$ cat src/rtl/mux4_rr_arbiter.sv
// mux4_rr_arbiter: round-robin arbiter owning the select of a shared 4:1 mux.
//
// Parameters
//   W         data width of i0..i3 and y
//   MAX_HOLD  max consecutive grant cycles under contention (2..255),
//             only honoured when ARB_MAXHOLD_EN is defined
//
// Ports
//   clk      clock, rising edge
//   rst_n    synchronous active-low reset
//   req[3:0] request per requester k
//   i0..i3   mux data inputs, ik belongs to requester k
//   grant    registered one-hot grant, zero when idle
//   s1, s0   registered select {s1,s0} = owner index (holds last owner when idle)
//   busy     registered, high exactly when grant is non-zero
//   y        combinational: selected input while busy, else 0
//
// Build option
//   ARB_MAXHOLD_EN  enables the hold counter that forces rotation after
//                   MAX_HOLD cycles when another requester is waiting
module mux4_rr_arbiter #(
    parameter int unsigned W        = 1,
    parameter int unsigned MAX_HOLD = 8
) (
    input  logic         clk,
    input  logic         rst_n,
    input  logic [3:0]   req,
    input  logic [W-1:0] i0,
    input  logic [W-1:0] i1,
    input  logic [W-1:0] i2,
    input  logic [W-1:0] i3,
    output logic [3:0]   grant,
    output logic         s1,
    output logic         s0,
    output logic         busy,
    output logic [W-1:0] y
);

    localparam int unsigned NREQ  = 4;
    localparam int unsigned IDX_W = 2;

    // Elaboration-time range check of the hold limit.
    if (MAX_HOLD < 2 || MAX_HOLD > 255) begin : g_max_hold_range
        $error("mux4_rr_arbiter: MAX_HOLD must be within 2..255");
    end

    typedef enum logic {
        ST_IDLE  = 1'b0,
        ST_GRANT = 1'b1
    } st_t;

    st_t              st, st_nxt;
    logic [IDX_W-1:0] owner, owner_nxt;
    logic [IDX_W-1:0] last, last_nxt;
    logic [NREQ-1:0]  grant_nxt;
    logic [IDX_W-1:0] sel_nxt;
    logic             busy_nxt;
    logic [NREQ-1:0]  others;
    logic             do_take;
    logic [IDX_W-1:0] pick;

`ifdef ARB_MAXHOLD_EN
    localparam logic [7:0] HOLD_MAX = 8'(MAX_HOLD);
    logic [7:0] hold_cnt, hold_nxt;
`endif

    // First set bit of v searched from p+1 upward, wrapping back to p.
    function automatic logic [IDX_W-1:0] rr_pick(input logic [IDX_W-1:0] p,
                                                 input logic [NREQ-1:0]  v);
        logic [IDX_W-1:0] idx;
        rr_pick = p;
        for (int k = NREQ; k >= 1; k--) begin
            idx = p + IDX_W'(k);
            if (v[idx]) rr_pick = idx;
        end
    endfunction

    // Requests from everyone except the current owner.
    assign others = req & ~NREQ'(4'b0001 << owner);

    // State register (all registered outputs live here).
    always_ff @(posedge clk) begin
        if (!rst_n) begin
            st       <= ST_IDLE;
            owner    <= '0;
            last     <= IDX_W'(3);
            grant    <= '0;
            s1       <= 1'b0;
            s0       <= 1'b0;
            busy     <= 1'b0;
`ifdef ARB_MAXHOLD_EN
            hold_cnt <= '0;
`endif
        end else begin
            st       <= st_nxt;
            owner    <= owner_nxt;
            last     <= last_nxt;
            grant    <= grant_nxt;
            {s1, s0} <= sel_nxt;
            busy     <= busy_nxt;
`ifdef ARB_MAXHOLD_EN
            hold_cnt <= hold_nxt;
`endif
        end
    end

    // Next-state and next-output logic.
    always_comb begin
        st_nxt    = st;
        owner_nxt = owner;
        last_nxt  = last;
        grant_nxt = grant;
        sel_nxt   = {s1, s0};
        busy_nxt  = busy;
        do_take   = 1'b0;
        pick      = '0;
`ifdef ARB_MAXHOLD_EN
        hold_nxt  = hold_cnt;
`endif

        unique case (st)
            ST_IDLE: begin
                if (|req) begin
                    do_take = 1'b1;
                    pick    = rr_pick(last, req);
                end
            end
            ST_GRANT: begin
                if (!req[owner]) begin
                    // Release: hand over directly, or go idle if nobody waits.
                    if (|others) begin
                        do_take = 1'b1;
                        pick    = rr_pick(owner, others);
                    end else begin
                        st_nxt    = ST_IDLE;
                        grant_nxt = '0;
                        busy_nxt  = 1'b0;
`ifdef ARB_MAXHOLD_EN
                        hold_nxt  = '0;
`endif
                    end
                end
`ifdef ARB_MAXHOLD_EN
                else if (hold_cnt >= HOLD_MAX) begin
                    // Limit reached: rotate if contended, otherwise saturate.
                    if (|others) begin
                        do_take = 1'b1;
                        pick    = rr_pick(owner, others);
                    end
                end else begin
                    hold_nxt = hold_cnt + 8'd1;
                end
`endif
            end
            default: ;
        endcase

        if (do_take) begin
            st_nxt    = ST_GRANT;
            owner_nxt = pick;
            last_nxt  = pick;
            grant_nxt = NREQ'(4'b0001 << pick);
            sel_nxt   = pick;
            busy_nxt  = 1'b1;
`ifdef ARB_MAXHOLD_EN
            hold_nxt  = 8'd1;
`endif
        end
    end

    // Output mux: data passes straight through from the selected input.
    always_comb begin
        y = '0;
        if (busy) begin
            unique case ({s1, s0})
                2'd0:    y = i0;
                2'd1:    y = i1;
                2'd2:    y = i2;
                default: y = i3;
            endcase
        end
    end

endmodule

$ cat config.mk
export PLATFORM = sky130hd
export DESIGN_NAME = mux4_rr_arbiter
export DESIGN_NICKNAME = d
export VERILOG_FILES = /design/src/rtl/mux4_rr_arbiter.sv
export SDC_FILE = /design/constraint.sdc
export NUM_CORES = 1
export LEC_CHECK = 0
export ABC_AREA = 1
export CORE_AREA = 4 4 48 59
export CTS_CLUSTER_SIZE = 25
export DETAILED_ROUTE_END_ITERATION = 7
export DIE_AREA = 0 0 52 63
export HOLD_SLACK_MARGIN = 0.02
export SYNTH_ARGS = -nofsm -noshare
export SYNTH_HDL_FRONTEND = slang
export SYNTH_SLANG_ARGS = --single-unit
$ cat constraint.sdc
create_clock -name clk -period 1.8 [get_ports clk]
set_input_delay 0.36 -clock clk [delete_from_list [all_inputs] [get_ports clk]]
set_output_delay 0.36 -clock clk [all_outputs]
set_load 0.005 [all_outputs]
== After elaboration in Yosys (flattened, before gate mapping) ==
Index checks and enable logic that the tools add are counted.
Word-level totals
  register bits after elaboration: 12
  bits of input ports: 10
  output and inout bits: 8
  logic and storage cells: 75
Operators by class
  shift operators: 2
  equal/unequal tests: 4
  muxes and demuxes: 41
  $lt $le $gt $ge: 7
  add/sub/neg operators: 6
  reduce and logical (&&, ||, !) cells: 5
  bitwise gates (word level): 3
Operator list (number)
  2-bit by 3-bit < comparator with 1-bit output, second input constant: 7
  1-bit 2-to-1 mux: 18
  2-bit 2-to-1 mux: 9
  4-bit 2-to-1 mux: 4
  1-bit binary-select mux with 2-bit select: 7
  2-bit adder, second input constant: 4
  4-bit OR reduction: 2
  1-bit by 2-bit << shifter with 4-bit output, first input constant: 2
  2-bit by 1-bit adder with 2-bit output, second input constant: 2
  4-bit AND: 1
  2-bit != test, second input constant: 2
  4-bit inverter: 1
  2-bit case mux with 2 select lines: 1
  1-bit case mux with 3 select lines: 1
  3-bit AND reduction: 1
  2-bit by 1-bit == test with 1-bit output, second input constant: 1
  2-bit == test, second input constant: 1
  2-bit logical NOT: 1
  1-bit case mux with 2 select lines: 1
  2-bit nonzero test: 1
  1-bit inverter: 1

== Longest topological paths before layout ==
Gate-level depths: netlist of run 1.
  depth in word-level cells: 13
  gate-level depth with buffers: 16
  gate-level depth less buffers: 16

== Least setup slack after synthesis of run 1 ==
No wires, ideal clock.
  path kind: register -> register
  start: register owner[0]
  end: register grant[1]
  library setup time: 0.109 ns
  clock period less this slack: 1.672 ns
  arrival time: 1.564 ns
  buffers on the path: 0
  setup slack: 0.128 ns
  cell stages (with the launch flop): 14
  required time: 1.691 ns
  cells stage by stage: dfxtp_1 inv_1 ha_1 inv_1 nand3_1 nand2_1 o21ai_0 nand2_1 nand3_1 nand2_1 inv_2 nand2_1 nand2_1 inv_1
Between the ends
  word-level cells in the longest chain between the ends: 13
  elaborated cells between the ends (all ways): 30
  those cells by class: add/sub (3); eq/ne (2); shift (2); mux (18); bitwise (2); reduce/logical (3)
Ends and longest elaborated chain
  from (decl): RTL line 53  | logic [IDX_W-1:0] owner, owner_nxt;
  from (signal assigned): RTL line 96  | owner <= owner_nxt;
  parallel branches: the longest is 13 deep, another holds 2-bit adder
  to (signal assigned): RTL line 98  | grant <= grant_nxt;
  to (decl): RTL line 32  | output logic [3:0] grant,
Parallel ways; which one is timed is not known. The select of a mux whose other input is x is not followed.
A chain may end at the register's enable or synchronous reset.

== Worst setup path after layout of run 1 ==
  start: register s1
  end: output y
Between the ends
  word-level cells in the longest chain between the ends: 3
  elaborated cells between the ends (all ways): 5
  those cells by class: eq/ne (2); mux (2); reduce/logical (1)
Ends and longest elaborated chain
  from (decl): RTL line 33  | output logic s1,
  from (signal assigned): RTL line 99  | {s1, s0} <= sel_nxt;
  2-bit == test (tied with other cells): RTL line 175  | unique case ({s1, s0})
  1-bit case mux with 3 select lines (*): RTL line 175
  1-bit 2-to-1 mux (*): RTL line 174  | if (busy) begin
  to (decl): RTL line 36  | output logic [W-1:0] y
Mark *: on every way between the ends. The rest lies on a longest branch, timed or not.

==> results.toml, run 1 <==
[outcome]
outcome = "completed"

[yosys]
yosys_warnings = 0
ys_top_cells_by_area = "sky130_fd_sc_hd__dfxtp_1 (23%), sky130_fd_sc_hd__nand2_1 (22%), sky130_fd_sc_hd__inv_1 (12%)"
leading_cell_type_by_number_of_instances_after_synthesis = "sky130_fd_sc_hd__nand2_1"
post_synthesis_cell_type_with_the_largest_combined_area = "sky130_fd_sc_hd__dfxtp_1"
ys_async_sr_fraction_pct = 0
netlist_area_before_placement_sq_um = 878.3
post_synth.cell_area_avg_sq_um = 5.741
yosys_register_bits = 10
most_common_flop_cell_mapped_by_yosys = "sky130_fd_sc_hd__dfxtp_1"
synth-edff-count = 0
netlist-cell-type-count = 20
postSynthNetCount = 167
cell_count_after_synthesis = 153
synth-seq-area-share_pct = 22.79
yosysTopAreaCellShare_pct = 22.79
post_synth_most_frequent_cells = "sky130_fd_sc_hd__nand2_1 (52), sky130_fd_sc_hd__inv_1 (27), sky130_fd_sc_hd__nand3_1 (13), sky130_fd_sc_hd__a21oi_1 (10), sky130_fd_sc_hd__dfxtp_1 (10)"

[global_route]
number_of_global_route_vias_before_repair = 921
overflow = 0
groute.usage.overall_pct = 14.01
grt_first_pass_wirelength_mm = 3.663
grt_start_max_net_pins = 10
grt_antenna_before_repair = 0

[critical_path]
path_max_fanout = 5
critical_path_arrival_ps = 1310
worstPathRequired_ps = 1440
endpoint_kind = "output pin"
worstSetupStartpointType = "flop"
critical_path_type = "reg2out"

[detailed_routing]
route.detailed.vias_per_inst = 4.798
routed-via-count = 1046
final_antenna_net_count = 0
wl_mm = 2.406
post-route-drc-count = 0
wl_per_cell_microns = 11.04
drt_pre_antenna_iters = 4
detail_route.iter0.violations = 27

[timing]
timing.final.crit_period_ps = 1668
max_clock_freq_mhz = 599.5
setup_tns_final_ps = 0
max_slew.worst_pin.slew_ps = 274.5
finalSetupViolCount = 0
timing_hold_violations_final = 0
timing.slew.headroom_pct = 81.67
fin_skew_ps = 1.491
final_min_period_over_clock_period_pct = 92.67
post-route-worst-setup-slack_ps = 132.0
maxSlewViolCount = 0

[job]
timing.max_cap.violations = 0

[cells_and_area]
postLayoutCellArea_sq_um = 1344
drive_above_1_share_pct = 33.16
final_nets = 202
diodes = 0
layout-area-overhead-vs-synth_pct = 52.99
final_util_pct = 59.50

[place]
port_buffers = 17
routabilityCongestion = 0.8217
hpwlAfterDp_mm = 1.822
post-place-ws_ps = -310.8
postPlaceCellArea_sq_um = 1165

[power]
vdd_ir_drop_max_mv = 0.9036
power.static_leakage_nw = 0.7055
p_per_area_nw_per_um2 = 1595
power_mw = 2.143

[clock_network]
cts_max_level = 1
numClockSinks = 10
clk_transition_reported_paths_ps = 70
tritoncts.num_buffers = 3
maximum_root_to_sink_buffer_count = 2
cts_hold_buffers = 0
clock_latency_ps = 260
tritoncts = "done"
cts_root_buffer = "sky130_fd_sc_hd__clkbuf_4"

[hold_path]
worstHoldPathType = "reg2reg"

[floorplan]
start_util_pct = 38.89
die_height_microns = 63
io_pins = 18
die-width_microns = 52
dieArea_sq_um = 3276
rows = 19
placeableCoreArea_sq_um = 2258
[flip-flops by register name, summed over array words and instances (netlist names)]
name,count
busy,1
s1,1
st,1
grant,4
owner,1
last,2
[per-stage QoR]
step / instances / hold WS (ps)
4_1_cts: 216 / 473.1
5_1_grt: 218 / 492.1
3_5_place_dp: 212 / 462.4
3_3_place_gp: 212 / 458.4
6_report: 218 / 472.9
2_1_floorplan: 153 / 428.8
[kinds of logic after synthesis]
logic type | count (synthesis) | synth area share [%]
xor gates and xnor gates | 2 | 1.995
adders and majority gates | 4 | 5.698
AOI/OAI and AO/OA | 26 | 16.10
buffers and inverters | 31 | 15.10
and+or+nand+nor | 80 | 38.32
DFF | 10 | 22.79
[timing repair]
item / CTS / global route
gates cloned: 0 / 0
pin swaps: 1 / 13
gates resized for setup: 9 / 40
buffers inserted: 0 / 2
setup endpoints to repair: 8 / 9
[routing by layer]
layer | global-route usage, % | vias up | part of all wire, %
met2 | 24.53 | 15 | 53
met4 | 5.574 | 0 | 0.37
met3 | 1.432 | 2 | 3.0
li1 | - | 549 | -
met1 | 16.79 | 480 | 44
met5 | 0 | - | 0
[power by group]
part           switching (mW)  internal, mW
logic                   0.857         0.689
registers              0.0882         0.311
clock network          0.0754         0.123
[worst paths after layout]
check | slack (ps) | cells after the start | startpoint | end
setup / recovery | 130 | 5 | s1 | y
hold / removal | 470 | 2 | grant[2] | grant[2]
setup reg to reg | 130 | 15 | s1 | grant[0]
hold reg to reg | 470 | 2 | grant[2] | grant[2]
[cells in the final DEF, fill, tap and decap left out, drive strengths merged]
cell,n
nand2,57
inv,28
buf,16
nand3,13
clkdlybuf4s50,12
o21ai,11
a21oi,10
dfxtp,10
nor2,8
clkbuf,5
ha,4
o211ai,3
dlymetal6s2s,3
nand4,2
a31oi,1
xnor2,1
xor2,1
a21o,1
dlygate4sd2,1
[cell type report]
cell class / count / area [sq um]
fillers: 213 / 914.6
well taps: 31 / 38.79
multi-input cells: 112 / 661.9
clock buffers: 4 / 36.28
inverters: 28 / 107.6
repair buffers: 33 / 291.5
flip-flops and latches: 10 / 207.7
[critical path, cell delays in order, from the launching register on]
cell	delay (ps)
sky130_fd_sc_hd__dfxtp_4	370
sky130_fd_sc_hd__ha_1	220
sky130_fd_sc_hd__inv_2	90
sky130_fd_sc_hd__o21ai_0	80
sky130_fd_sc_hd__a31oi_1	150
sky130_fd_sc_hd__clkbuf_2	140
Note: power is estimated with default switching activity, not from simulation.
==> run 2, diff against run 1 <==
--- a/config.mk
+++ b/config.mk
@@ -6,11 +6,16 @@
 export NUM_CORES = 1
 export LEC_CHECK = 0
 export ABC_AREA = 1
-export CORE_AREA = 4 4 48 59
+export CAP_MARGIN = 25
+export CELL_PAD_IN_SITES_DETAIL_PLACEMENT = 0
+export CELL_PAD_IN_SITES_GLOBAL_PLACEMENT = 1
+export CORE_AREA = 4 4 53 64
 export CTS_CLUSTER_SIZE = 25
 export DETAILED_ROUTE_END_ITERATION = 7
-export DIE_AREA = 0 0 52 63
+export DIE_AREA = 0 0 57 68
 export HOLD_SLACK_MARGIN = 0.02
+export PLACE_DENSITY_LB_ADDON = 0.1
+export REMOVE_ABC_BUFFERS = 1
 export SYNTH_ARGS = -nofsm -noshare
 export SYNTH_HDL_FRONTEND = slang
 export SYNTH_SLANG_ARGS = --single-unit
==> run 2 against run 1 <==
  * Non-clock buffer count is 5 higher
  * Global-route usage fell by 0.60 points
  * Critical path depth decreased by 2
  * Routed wire length grew 14%
  * Sequential cell count unchanged
  * Critical path type unchanged
==> results.toml, run 2 (synthesis results as in run 1) <==
[cells_and_area]
postLayoutCellArea_sq_um = 1455
drive_above_1_share_pct = 38.02
largest-register = "grant"
filler_cell_count = 290
layout-area-overhead-vs-synth_pct = 65.67
diodes = 0
final_cell_mix = "sky130_fd_sc_hd__nand2_1 (44), sky130_fd_sc_hd__buf_4 (19), sky130_fd_sc_hd__inv_1 (18)"
final_nets = 207
final_util_pct = 52.25
layout_top_registers = "grant x4, last x2"
layout_commonest_cell = "sky130_fd_sc_hd__nand2_1"
largest_reg_flops = 4

[global_route]
grt_antenna_before_repair = 0
grt_start_max_net_pins = 8
groute.usage.overall_pct = 13.42
grt_first_pass_wirelength_mm = 4.133
number_of_global_route_vias_before_repair = 980
overflow = 0

[critical_path]
critical_path_type = "reg2out"
worstPathRequired_ps = 1440
timing.reg2reg.worst_path_depth = 13
worstSetupStartpointType = "flop"
worstPathBufferInverterCount = 3
slowest_stage = "sky130_fd_sc_hd__clkdlybuf4s50_1"
reg2reg_setup_slack_ps = 120
cp_num_cells = 3
endpoint_kind = "output pin"
critPathCapture = "s0"
worst_r2r_startpoint = "s1"
crit_path_cell_trace = "buf_6, buf_4, clkdlybuf4s50_1"
path_max_fanout = 4
rr_endpoint = "grant[0]"
worstSetupStartpoint = "owner[0]"
max_stage_delay_ps = 500
critical_path_arrival_ps = 1360
critical-path-top-delay-family = "buffers and inverters"

[floorplan]
placeableCoreArea_sq_um = 2785
start_util_pct = 31.54
io_pins = 18
die-width_microns = 57
die_height_microns = 68
rows = 21
dieArea_sq_um = 3876

[timing]
max_clock_freq_mhz = 580.7
max_slew.worst_pin.slew_ps = 321.5
fin_skew_ps = 1.782
maxSlewViolCount = 0
timing.slew.headroom_pct = 78.53
setup_tns_final_ps = 0
final_min_period_over_clock_period_pct = 95.67
timing_hold_violations_final = 0
finalSetupViolCount = 0
fin_hold_ws_ps = 466.6
timing.final.crit_period_ps = 1722

[power]
p_per_area_nw_per_um2 = 1632
p_comb_share_pct = 74.8
vdd_ir_drop_max_mv = 0.9194
clockPowerShare_pct = 8.4
netSwitchingPower_mw = 1.140
fraction_of_power_spent_switching_nets_pct = 48.01
power.static_leakage_nw = 0.7519
power.sequential.fraction_pct = 16.8
power.internal_mw = 1.235

[detailed_routing]
route.detailed.vias_per_inst = 4.819
wl_per_cell_microns = 12.14
drt_pre_antenna_iters = 4
detail_route.iter0.violations = 39
wl_mm = 2.743
routed-via-count = 1089
post-route-drc-count = 0
final_antenna_net_count = 0

[clock_network]
cts_max_level = 1
numClockSinks = 10
clk_transition_reported_paths_ps = 70
cts_root_buffer = "sky130_fd_sc_hd__clkbuf_4"
tritoncts.num_buffers = 3
maximum_root_to_sink_buffer_count = 2
clock_latency_ps = 260
tritoncts = "done"

[job]
timing.max_cap.violations = 0

[place]
routabilityCongestion = 0.8683
postPlaceCellArea_sq_um = 1199
hpwlAfterDp_mm = 2.066
port_buffers = 17

[hold_path]
worstHoldPathType = "reg2reg"
hold_path_startpoint = "grant[2]"

[outcome]
outcome = "completed"
## run 2: layer usage
layer | track usage (%) | vias up | part of all wire, %
met3 | 2.264 | 8 | 4.6
met4 | 6.957 | 0 | 3.0
met2 | 23.57 | 30 | 51
met1 | 15.64 | 493 | 42
met5 | 0 | - | 0
li1 | - | 558 | -
## run 2: worst min path at each step
stage,to,slack (ps),cells past startpoint
5_1_grt,grant[2],490,2
3_5_place_dp,grant[3],460,2
3_3_place_gp,grant[3],460,2
6_report,grant[2],470,2
2_1_floorplan,last[1],430,1
4_1_cts,grant[3],470,2
## run 2: worst reg2reg max path, cell delays in order (launching register included)
cell	delay (ps)
sky130_fd_sc_hd__dfxtp_4	360
sky130_fd_sc_hd__buf_6	120
sky130_fd_sc_hd__ha_2	180
sky130_fd_sc_hd__inv_2	70
sky130_fd_sc_hd__nand3_2	90
sky130_fd_sc_hd__nand3_1	80
sky130_fd_sc_hd__nand2_1	90
sky130_fd_sc_hd__o21ai_2	150
sky130_fd_sc_hd__nand2_2	80
sky130_fd_sc_hd__nand3_4	100
sky130_fd_sc_hd__nand3_4	80
sky130_fd_sc_hd__nor2_4	100
sky130_fd_sc_hd__nor2_1	40
sky130_fd_sc_hd__nor2_1	70
## run 2: power by group through the flow
stage | clock, mW | combinational, mW | sequential (mW)
global route | 0.220 | 1.97 | 0.410
detailed placement | 0 | 1.37 | 0.380
finish | 0.200 | 1.78 | 0.398
floorplan | 0 | 0.797 | 0.408
global placement | 0 | 1.37 | 0.380
CTS | 0.204 | 1.37 | 0.377
## run 2: per-stage QoR
stage / power (mW) / setup WS, ps / cells
after floorplan: 1.205 / -70.83 / 150
after global placement: 1.750 / -239.5 / 219
after detailed placement: 1.748 / -263.9 / 219
after CTS: 1.954 / 8.361 / 223
after global routing: 2.602 / -16.83 / 226
final: 2.375 / 77.97 / 226
## run 2: area by class of cell
cell class              count  area (sq um)  area share [%]
flip-flops and latches     10         206.4           14.19
multi-input cells         112         719.4           49.44
inverters                  28         110.1           7.567
repair buffers             38         340.3           23.39
well taps                  34         42.54           2.923
clock buffers               4         36.28           2.494
## run 2: what timing repair did
| action | in CTS | in global routing |
|---|---|---|
| setup buffers | 0 | 3 |
| hold buffers | 0 | 0 |
| pin swaps | 0 | 17 |
| gates resized for setup | 7 | 60 |
| setup endpoints to repair | 6 | 9 |
==> run 3, diff against run 2 <==
--- a/config.mk
+++ b/config.mk
@@ -19,3 +19,4 @@
 export SYNTH_ARGS = -nofsm -noshare
 export SYNTH_HDL_FRONTEND = slang
 export SYNTH_SLANG_ARGS = --single-unit
+export TNS_END_PERCENT = 50
==> results of run 3 <==
Same layout as run 2: the final DEF is identical, and so are final timing and power.
